--- config.mk ---
export PLATFORM = sky130hd
export DESIGN_NAME = pong_game_ctrl
export DESIGN_NICKNAME = d
export VERILOG_FILES = /design/src/rtl/pong_game_ctrl.sv
export SDC_FILE = /design/constraint.sdc
export NUM_CORES = 1
export LEC_CHECK = 0
export ABC_AREA = 0
export CORE_MARGIN = 8
export CORE_UTILIZATION = 28
export CTS_CLUSTER_SIZE = 8
export DETAILED_ROUTE_END_ITERATION = 10
export DONT_BUFFER_PORTS = 1
export GPL_TIMING_DRIVEN = 0
export SLEW_MARGIN = 20
export SYNTH_ARGS = -nofsm -noshare
export SYNTH_HDL_FRONTEND = slang
export SYNTH_SLANG_ARGS = --single-unit
--- constraint.sdc ---
create_clock -name clk -period 4.5 [get_ports clk]
set_input_delay 0.675 -clock clk [delete_from_list [all_inputs] [get_ports clk]]
set_output_delay 0.675 -clock clk [all_outputs]
set_load 0.05 [all_outputs]
--- src/rtl/pong_game_ctrl.sv ---
// Frame-rate pong sequencer: ball/paddle motion, collisions, scoring and the
// serve/point/game-over sequence, all advanced once per frame_tick.
module pong_game_ctrl #(
    parameter int unsigned H_RES        = 640,
    parameter int unsigned V_RES        = 480,
    parameter int unsigned BALL_SIZE    = 8,
    parameter int unsigned PAD_H        = 64,
    parameter int unsigned PAD_W        = 8,
    parameter int unsigned PAD_L_X      = 16,
    parameter int unsigned PAD_R_X      = 616,
    parameter int unsigned BALL_SPEED   = 2,
    parameter int unsigned PAD_SPEED    = 4,
    parameter int unsigned SERVE_FRAMES = 60,
    parameter int unsigned POINT_FRAMES = 90,
    parameter int unsigned WIN_SCORE    = 9
) (
    input  logic       clk,
    input  logic       reset,
    input  logic       frame_tick,
    input  logic       start,
    input  logic       btn_up_l,
    input  logic       btn_dn_l,
    input  logic       btn_up_r,
    input  logic       btn_dn_r,
    output logic [9:0] ball_x,
    output logic [9:0] ball_y,
    output logic [9:0] pad_l_y,
    output logic [9:0] pad_r_y,
    output logic [3:0] score_l,
    output logic [3:0] score_r,
    output logic [2:0] game_state,
    output logic       game_over
);

    localparam int unsigned PW         = 10;
    localparam int unsigned SW         = 12;
    localparam int unsigned SCW        = 4;
    localparam int unsigned MAX_FRAMES = (SERVE_FRAMES > POINT_FRAMES) ? SERVE_FRAMES : POINT_FRAMES;
    localparam int unsigned CW         = $clog2(MAX_FRAMES);

    localparam logic [2:0] ST_IDLE  = 3'd0;
    localparam logic [2:0] ST_SERVE = 3'd1;
    localparam logic [2:0] ST_PLAY  = 3'd2;
    localparam logic [2:0] ST_POINT = 3'd3;
    localparam logic [2:0] ST_OVER  = 3'd4;

    localparam logic [PW-1:0] BALL_X0  = PW'((H_RES - BALL_SIZE) / 2);
    localparam logic [PW-1:0] BALL_Y0  = PW'((V_RES - BALL_SIZE) / 2);
    localparam logic [PW-1:0] PAD_Y0   = PW'((V_RES - PAD_H) / 2);
    localparam logic [PW-1:0] PAD_MAX  = PW'(V_RES - PAD_H);
    localparam logic [PW-1:0] PAD_STEP = PW'(PAD_SPEED);
    localparam logic [PW-1:0] X_HIT_L  = PW'(PAD_L_X + PAD_W);
    localparam logic [PW-1:0] X_HIT_R  = PW'(PAD_R_X - BALL_SIZE);
    localparam logic [PW-1:0] Y_BOT    = PW'(V_RES - BALL_SIZE);

    localparam logic signed [SW-1:0] ZERO_S   = '0;
    localparam logic signed [SW-1:0] STEP_S   = SW'(BALL_SPEED);
    localparam logic signed [SW-1:0] X_MAX_S  = SW'(H_RES - BALL_SIZE);
    localparam logic signed [SW-1:0] Y_MAX_S  = SW'(V_RES - BALL_SIZE);
    localparam logic signed [SW-1:0] BS_S     = SW'(BALL_SIZE);
    localparam logic signed [SW-1:0] PH_S     = SW'(PAD_H);
    localparam logic signed [SW-1:0] L_X_S    = SW'(PAD_L_X);
    localparam logic signed [SW-1:0] L_EDGE_S = SW'(PAD_L_X + PAD_W);
    localparam logic signed [SW-1:0] R_X_S    = SW'(PAD_R_X);
    localparam logic signed [SW-1:0] R_EDGE_S = SW'(PAD_R_X + PAD_W);

    localparam logic [SCW-1:0] WIN        = SCW'(WIN_SCORE);
    localparam logic [CW-1:0]  SERVE_LAST = CW'(SERVE_FRAMES - 1);
    localparam logic [CW-1:0]  POINT_LAST = CW'(POINT_FRAMES - 1);

    logic [2:0]     state, state_nxt;
    logic [PW-1:0]  ball_x_nxt, ball_y_nxt, pad_l_nxt, pad_r_nxt;
    logic [SCW-1:0] score_l_nxt, score_r_nxt;
    logic           game_over_nxt;
    logic           dx_neg, dx_neg_nxt, dy_neg, dy_neg_nxt;
    logic [CW-1:0]  frame_cnt, frame_cnt_nxt;

    logic signed [SW-1:0] bx_s, by_s, pl_s, pr_s, nx, ny;
    logic                 hit_l, hit_r, miss_l, miss_r, y_top, y_bot;
    logic [SCW-1:0]       score_l_inc, score_r_inc;
    logic [PW-1:0]        pad_l_mv, pad_r_mv;

    // Paddle step with clamping; both or neither button holds position.
    function automatic logic [PW-1:0] pad_step(input logic [PW-1:0] y,
                                               input logic up, input logic dn);
        logic [PW-1:0] r;
        r = y;
        if (up && !dn) begin
            r = (y < PAD_STEP) ? '0 : y - PAD_STEP;
        end else if (dn && !up) begin
            r = (y > PAD_MAX - PAD_STEP) ? PAD_MAX : y + PAD_STEP;
        end
        return r;
    endfunction

    // Signed next-position math avoids 10-bit wrap at the screen edges.
    assign bx_s = $signed(SW'(ball_x));
    assign by_s = $signed(SW'(ball_y));
    assign pl_s = $signed(SW'(pad_l_y));
    assign pr_s = $signed(SW'(pad_r_y));
    assign nx   = bx_s + (dx_neg ? -STEP_S : STEP_S);
    assign ny   = by_s + (dy_neg ? -STEP_S : STEP_S);

    assign y_top  = (ny <= ZERO_S);
    assign y_bot  = (ny >= Y_MAX_S);
    assign hit_l  = dx_neg && (nx <= L_EDGE_S) && (nx + BS_S > L_X_S)
                    && (ny + BS_S > pl_s) && (ny < pl_s + PH_S);
    assign hit_r  = !dx_neg && (nx + BS_S >= R_X_S) && (nx < R_EDGE_S)
                    && (ny + BS_S > pr_s) && (ny < pr_s + PH_S);
    assign miss_l = (nx <= ZERO_S) && !hit_l;
    assign miss_r = (nx >= X_MAX_S) && !hit_r;

    assign score_l_inc = (score_l < WIN) ? score_l + SCW'(1) : score_l;
    assign score_r_inc = (score_r < WIN) ? score_r + SCW'(1) : score_r;
    assign pad_l_mv    = pad_step(pad_l_y, btn_up_l, btn_dn_l);
    assign pad_r_mv    = pad_step(pad_r_y, btn_up_r, btn_dn_r);

    assign game_state = state;

    // Next-state and next-output logic.
    always_comb begin
        state_nxt     = state;
        ball_x_nxt    = ball_x;
        ball_y_nxt    = ball_y;
        pad_l_nxt     = pad_l_y;
        pad_r_nxt     = pad_r_y;
        score_l_nxt   = score_l;
        score_r_nxt   = score_r;
        dx_neg_nxt    = dx_neg;
        dy_neg_nxt    = dy_neg;
        frame_cnt_nxt = frame_cnt;

        if (start && (state == ST_IDLE || state == ST_OVER)) begin
            score_l_nxt   = '0;
            score_r_nxt   = '0;
            ball_x_nxt    = BALL_X0;
            ball_y_nxt    = BALL_Y0;
            frame_cnt_nxt = '0;
            state_nxt     = ST_SERVE;
        end else if (frame_tick) begin
            case (state)
                ST_SERVE: begin
                    pad_l_nxt = pad_l_mv;
                    pad_r_nxt = pad_r_mv;
                    if (frame_cnt == SERVE_LAST) begin
                        frame_cnt_nxt = '0;
                        state_nxt     = ST_PLAY;
                    end else begin
                        frame_cnt_nxt = frame_cnt + CW'(1);
                    end
                end
                ST_PLAY: begin
                    pad_l_nxt = pad_l_mv;
                    pad_r_nxt = pad_r_mv;
                    if (miss_l) begin
                        // Ball freezes; next serve heads toward the loser.
                        score_r_nxt   = score_r_inc;
                        dx_neg_nxt    = 1'b1;
                        frame_cnt_nxt = '0;
                        state_nxt     = (score_r_inc == WIN) ? ST_OVER : ST_POINT;
                    end else if (miss_r) begin
                        score_l_nxt   = score_l_inc;
                        dx_neg_nxt    = 1'b0;
                        frame_cnt_nxt = '0;
                        state_nxt     = (score_l_inc == WIN) ? ST_OVER : ST_POINT;
                    end else begin
                        ball_y_nxt = y_top ? '0 : (y_bot ? Y_BOT : ny[PW-1:0]);
                        dy_neg_nxt = y_top ? 1'b0 : (y_bot ? 1'b1 : dy_neg);
                        ball_x_nxt = hit_l ? X_HIT_L : (hit_r ? X_HIT_R : nx[PW-1:0]);
                        dx_neg_nxt = hit_l ? 1'b0 : (hit_r ? 1'b1 : dx_neg);
                    end
                end
                ST_POINT: begin
                    pad_l_nxt = pad_l_mv;
                    pad_r_nxt = pad_r_mv;
                    if (frame_cnt == POINT_LAST) begin
                        frame_cnt_nxt = '0;
                        ball_x_nxt    = BALL_X0;
                        ball_y_nxt    = BALL_Y0;
                        state_nxt     = ST_SERVE;
                    end else begin
                        frame_cnt_nxt = frame_cnt + CW'(1);
                    end
                end
                default: ;
            endcase
        end

        game_over_nxt = (state_nxt == ST_OVER);
    end

    always_ff @(posedge clk) begin
        if (reset) begin
            state     <= ST_IDLE;
            ball_x    <= BALL_X0;
            ball_y    <= BALL_Y0;
            pad_l_y   <= PAD_Y0;
            pad_r_y   <= PAD_Y0;
            score_l   <= '0;
            score_r   <= '0;
            dx_neg    <= 1'b0;
            dy_neg    <= 1'b0;
            frame_cnt <= '0;
            game_over <= 1'b0;
        end else begin
            state     <= state_nxt;
            ball_x    <= ball_x_nxt;
            ball_y    <= ball_y_nxt;
            pad_l_y   <= pad_l_nxt;
            pad_r_y   <= pad_r_nxt;
            score_l   <= score_l_nxt;
            score_r   <= score_r_nxt;
            dx_neg    <= dx_neg_nxt;
            dy_neg    <= dy_neg_nxt;
            frame_cnt <= frame_cnt_nxt;
            game_over <= game_over_nxt;
        end
    end

endmodule

==> parameters.txt <==
Parameter                              Value

Cells and area
  Final-stage net count    909
  Most common cell after layout, fill and taps aside    sky130_fd_sc_hd__nor2_1
  Final Instance Count excl. Fillers    1100
  Total of fill cells in the finished design    2172
  Diode insertion count for antenna repair    0
  Share of final-layout standard cells stronger than drive strength 1    20.97%
  Most used cells in the layout excluding fill and tap cells    sky130_fd_sc_hd__nor2_1, sky130_fd_sc_hd__ha_1, sky130_fd_sc_hd__nand2_1
  Area added between synthesis and finish    22.92%
  Post-route standard cell area excluding fillers    7416 µm²

STA
  Max Clk Rate    208.8 MHz
  Clock period minus worst slack    4.788 ns
  Total Negative Setup Slacks    -6.229 ns
  Unrepaired setup endpoints after global routing    true
  Maximum clock skew at final layout    0.01141 ns
  Fraction of the cycle the final worst path needs    106.4%
  WHS    0.5141 ns
  Hold violation count in the final report    0
  Number of pins with negative max-slew slack in the final report    0
  Max-Slew Margin vs Limit    45.28%
  Final worst slack    -0.2882 ns
  Count of final setup violators    35
  Tightest Pin Transition    0.8197 ns

Logic synthesis
  Arithmetic-cell share of the synthesized area counting full adders, half adders and majority gates    16.22%
  Xor/xnor cell area share of the yosys netlist    5.350%
  Flop and latch count out of synthesis    55
  Synth unique cells    95
  Compound-cell area share of the yosys netlist    30.73%
  Number of enable flip-flop cells after synthesis    0
  Gate count after technology mapping    768
  Share of synthesized area occupied by flip-flops and latches    18.25%
  Proportion of synthesized area in mux cells    0.6844%
  Simple-Gate Fraction of Synth Area    22.21%
  Mean Syn Cell Area    7.856 µm²
  Yosys warnings    0
  Dominant combinational cell family by area after synthesis    compound AO/OA/AOI/OAI gates
  Cell Area, Synth    6033 µm²
  Async set or reset register ratio after synthesis    0%
  Dominant register cell in the synthesized netlist    sky130_fd_sc_hd__dfxtp_1

Worst setup path
  Arr. time, crit path    5.01 ns
  Critical Path End Type    flip-flop
  Kind of start point of the critical path    flip-flop
  Slowest CP cell    sky130_fd_sc_hd__dfxtp_4
  Endpoint of the lowest-slack register-to-register path    frame_cnt[6]
  Cell repeated most along the worst path    sky130_fd_sc_hd__buf_6
  Beginning of the worst register-to-register path    dy_neg
  Critical-path cell list    buf_6 > ha_4 > a211oi_4 > o211ai_2 > a221oi_4 > and3b_1 > buf_6 > nand3_4 > xnor2_4 > ha_1 > nand4_1 > buf_4 > nor4_4 > nand4_1 > a31oi_2 > o31ai_2 > nand2_1 > o41ai_4 > buf_6 > buf_6 > a21o_4 > a22o_1 > a21o_1
  Setup CP Type    flip-flop to flip-flop
  Required time of the critical path    4.72 ns
  Largest stage delay on the critical path    0.44 ns
  Largest fanout on the critical path    8
  Setup slack of the worst register-to-register path    -0.29 ns
  Cell count of the worst reg-to-reg path    23

Clock tree
  Buffer depth of the longest clock path    2
  Count of H-tree levels built during CTS    2
  Total of hold buffers inserted after clock tree synthesis    0
  Worst-skew pair later-pin latency    0.32 ns
  TritonCTS Buffers    5
  Root buffer cell    sky130_fd_sc_hd__clkbuf_16
  TritonCTS clock tree    built
  Reg clk slew, reported paths    0.09 ns
  CTS sink cnt    55

Route
  Post-route DRC    0
  Post-DRT Antenna Nets    0
  Detailed Route Iter0 Violations    382
  Pre-antenna DRT Iters    5
  Via count of the routed design    5986
  Detail-routed via count per cell    5.442
  DR WL/cell    16.70 µm
  Wirelength, routed    18.37 mm

Global route
  Number of global-route vias before repair    5566
  Overall Global Routing Usage    13.36%
  Pin count of the biggest net entering global routing    21
  First-pass GRT wire length    28.90 mm
  Antenna violations before repair    0
  Leftover overflow at the end of global routing    0

Min path
  Min-Delay Path Class    flip-flop to flip-flop
  Worst hold stages    1
  Startpoint of the tightest hold check path    frame_cnt[6]
  Endpoint of the worst hold-timing path    frame_cnt[6]

Pwr
  Leak pwr    2.952 nW
  Sequential group share of total power    47.2%
  Switching share of power    31.01%
  Comb power frac    12.5%
  Power Total    1.083 mW
  Pwr dens    146.0 nW/µm²
  Peak ir drop on the vdd network    0.0001494 V
  Design internal power    0.7472 mW
  P_sw    0.3358 mW
  Clock network fraction of total power    40.3%

Floorplan
  Row count    53
  I/O pin count    60
  Overall die width    162.8 µm
  Die height    162.8 µm
  Die outline area    26500 µm²
  CORE AREA    21090 µm²
  Initial core utilization    28.61%

Placed design
  Detail Placement HPWL    13.29 mm
  Number of placed cells counting well taps    1048
  Number of buffers added on ports    0
  Final Wtd Congestion    0.8683
  Standard cell area after detailed placement    6406 µm²

Outcome
  Run status    finished with violations
  Violations in the final reports    setup timing

Job
  Total of max-cap violations    0
==> power by group through the flow <==
stage               Clock [mW]  Sequential (mW)  Combinational [mW]
floorplan                    0            0.525              0.0988
global placement             0            0.528               0.126
detailed placement           0            0.528               0.127
CTS                      0.457            0.511               0.133
global route             0.469            0.512               0.149
finish                   0.437            0.511               0.135
==> repair_timing <==
action	4_1_cts	5_1_grt
resized for setup	77	29
pin swaps	36	18
endpoints found under the setup margin	39	39
setup buffers	32	15
gates cloned	1	0
hold endpoints to repair	0	0
==> how the worst max path moves through the flow <==
stage | start | end | slack (ns)
6_report | dy_neg | frame_cnt[6] | -0.29
5_1_grt | dy_neg | frame_cnt[3] | -0.41
4_1_cts | ball_y[2] | ball_x[6] | -0.20
3_5_place_dp | dy_neg | ball_y[5] | -0.97
3_3_place_gp | ball_y[1] | ball_y[8] | -0.95
2_1_floorplan | ball_y[1] | ball_x[1] | 0.06
==> per-stage QoR <==
step	utilization (%)	setup WS (ns)
CTS	33.84	-0.1982
detailed placement	30.38	-0.9679
global placement	30.38	-0.9496
global route	35.17	-0.4077
floorplan	-	0.06393
finish	35.17	-0.2882
==> metal layers <==
metal | global-route usage [%] | routed length, µm | up-vias
li1 | - | - | 2975
met1 | 17.04 | 8351 | 2839
met2 | 22.01 | 8520 | 146
met3 | 2.983 | 1145 | 26
met4 | 4.087 | 348 | 0
met5 | 0 | 0 | -
==> final cells by class <==
| class | count | area [µm²] | share of cell area [%] |
|---|---|---|---|
| Buffer | 35 | 196.4 | 2.649 |
| Clock buffer | 5 | 125.1 | 1.687 |
| Clock inverter | 3 | 28.78 | 0.3881 |
| Inverter | 54 | 202.7 | 2.733 |
| Multi-Input combinational cell | 627 | 4992 | 67.32 |
| Sequential cell | 55 | 1141 | 15.39 |
| Tap cell | 275 | 344.1 | 4.640 |
| Timing Repair Buffer | 46 | 385.4 | 5.197 |
==> Yosys cell counts, types with 6 or more instances <==
master                     count  share of area (%)
sky130_fd_sc_hd__ha_1         75                 16
sky130_fd_sc_hd__nor2_1       73                4.5
sky130_fd_sc_hd__nand2_1      58                3.6
sky130_fd_sc_hd__dfxtp_1      55                 18
sky130_fd_sc_hd__inv_1        54                3.4
sky130_fd_sc_hd__a21oi_1      45                3.7
sky130_fd_sc_hd__o21ai_0      32                2.7
sky130_fd_sc_hd__nand3_1      28                2.3
sky130_fd_sc_hd__nor3_1       23                1.9
sky130_fd_sc_hd__xnor2_1      22                3.2
sky130_fd_sc_hd__clkbuf_1     20                1.2
sky130_fd_sc_hd__a21o_1       17                2.1
sky130_fd_sc_hd__a211oi_1     14                1.7
sky130_fd_sc_hd__a31oi_1      13                1.3
sky130_fd_sc_hd__nand4_1      12                1.2
sky130_fd_sc_hd__nand2b_1     10                1.0
sky130_fd_sc_hd__nor2b_1      10                1.0
sky130_fd_sc_hd__a311oi_1      8                1.2
sky130_fd_sc_hd__nor4_1        8               0.83
sky130_fd_sc_hd__o211ai_1      8                1.0
sky130_fd_sc_hd__buf_2         7               0.58
sky130_fd_sc_hd__buf_4         7               0.87
sky130_fd_sc_hd__a22oi_1       6               0.75
sky130_fd_sc_hd__and3_1        6               0.62
sky130_fd_sc_hd__o21a_1        6               0.75
sky130_fd_sc_hd__or3_1         6               0.62
==> kinds of logic after synthesis <==
| group | after synthesis |
|---|---|
| other | 1 |
| adders and majority gates | 77 |
| buffers and inverters | 91 |
| AOI/OAI and AO/OA | 242 |
| muxes | 4 |
| xor gates and xnor gates | 31 |
| DFF | 55 |
| and+or+nand+nor | 267 |
==> state kept, by name, summed over array words and instances, names as in the netlist <==
signal,cells
ball_x,9
ball_y,9
dx_neg,1
dy_neg,1
frame_cnt,7
game_over,1
game_state,3
pad_l_y,8
pad_r_y,8
score_l,4
score_r,4
==> worst max-delay path, delay by kind of cell (launching register included) <==
kind | cells | cell delay [ns]
flops | 1 | 0.44
compound gates | 9 | 1.82
simple gates | 6 | 1.04
fa+ha+maj | 2 | 0.51
buf+inv | 5 | 0.70
xor+xnor | 1 | 0.17
Note: power is estimated with default switching activity, not from simulation.
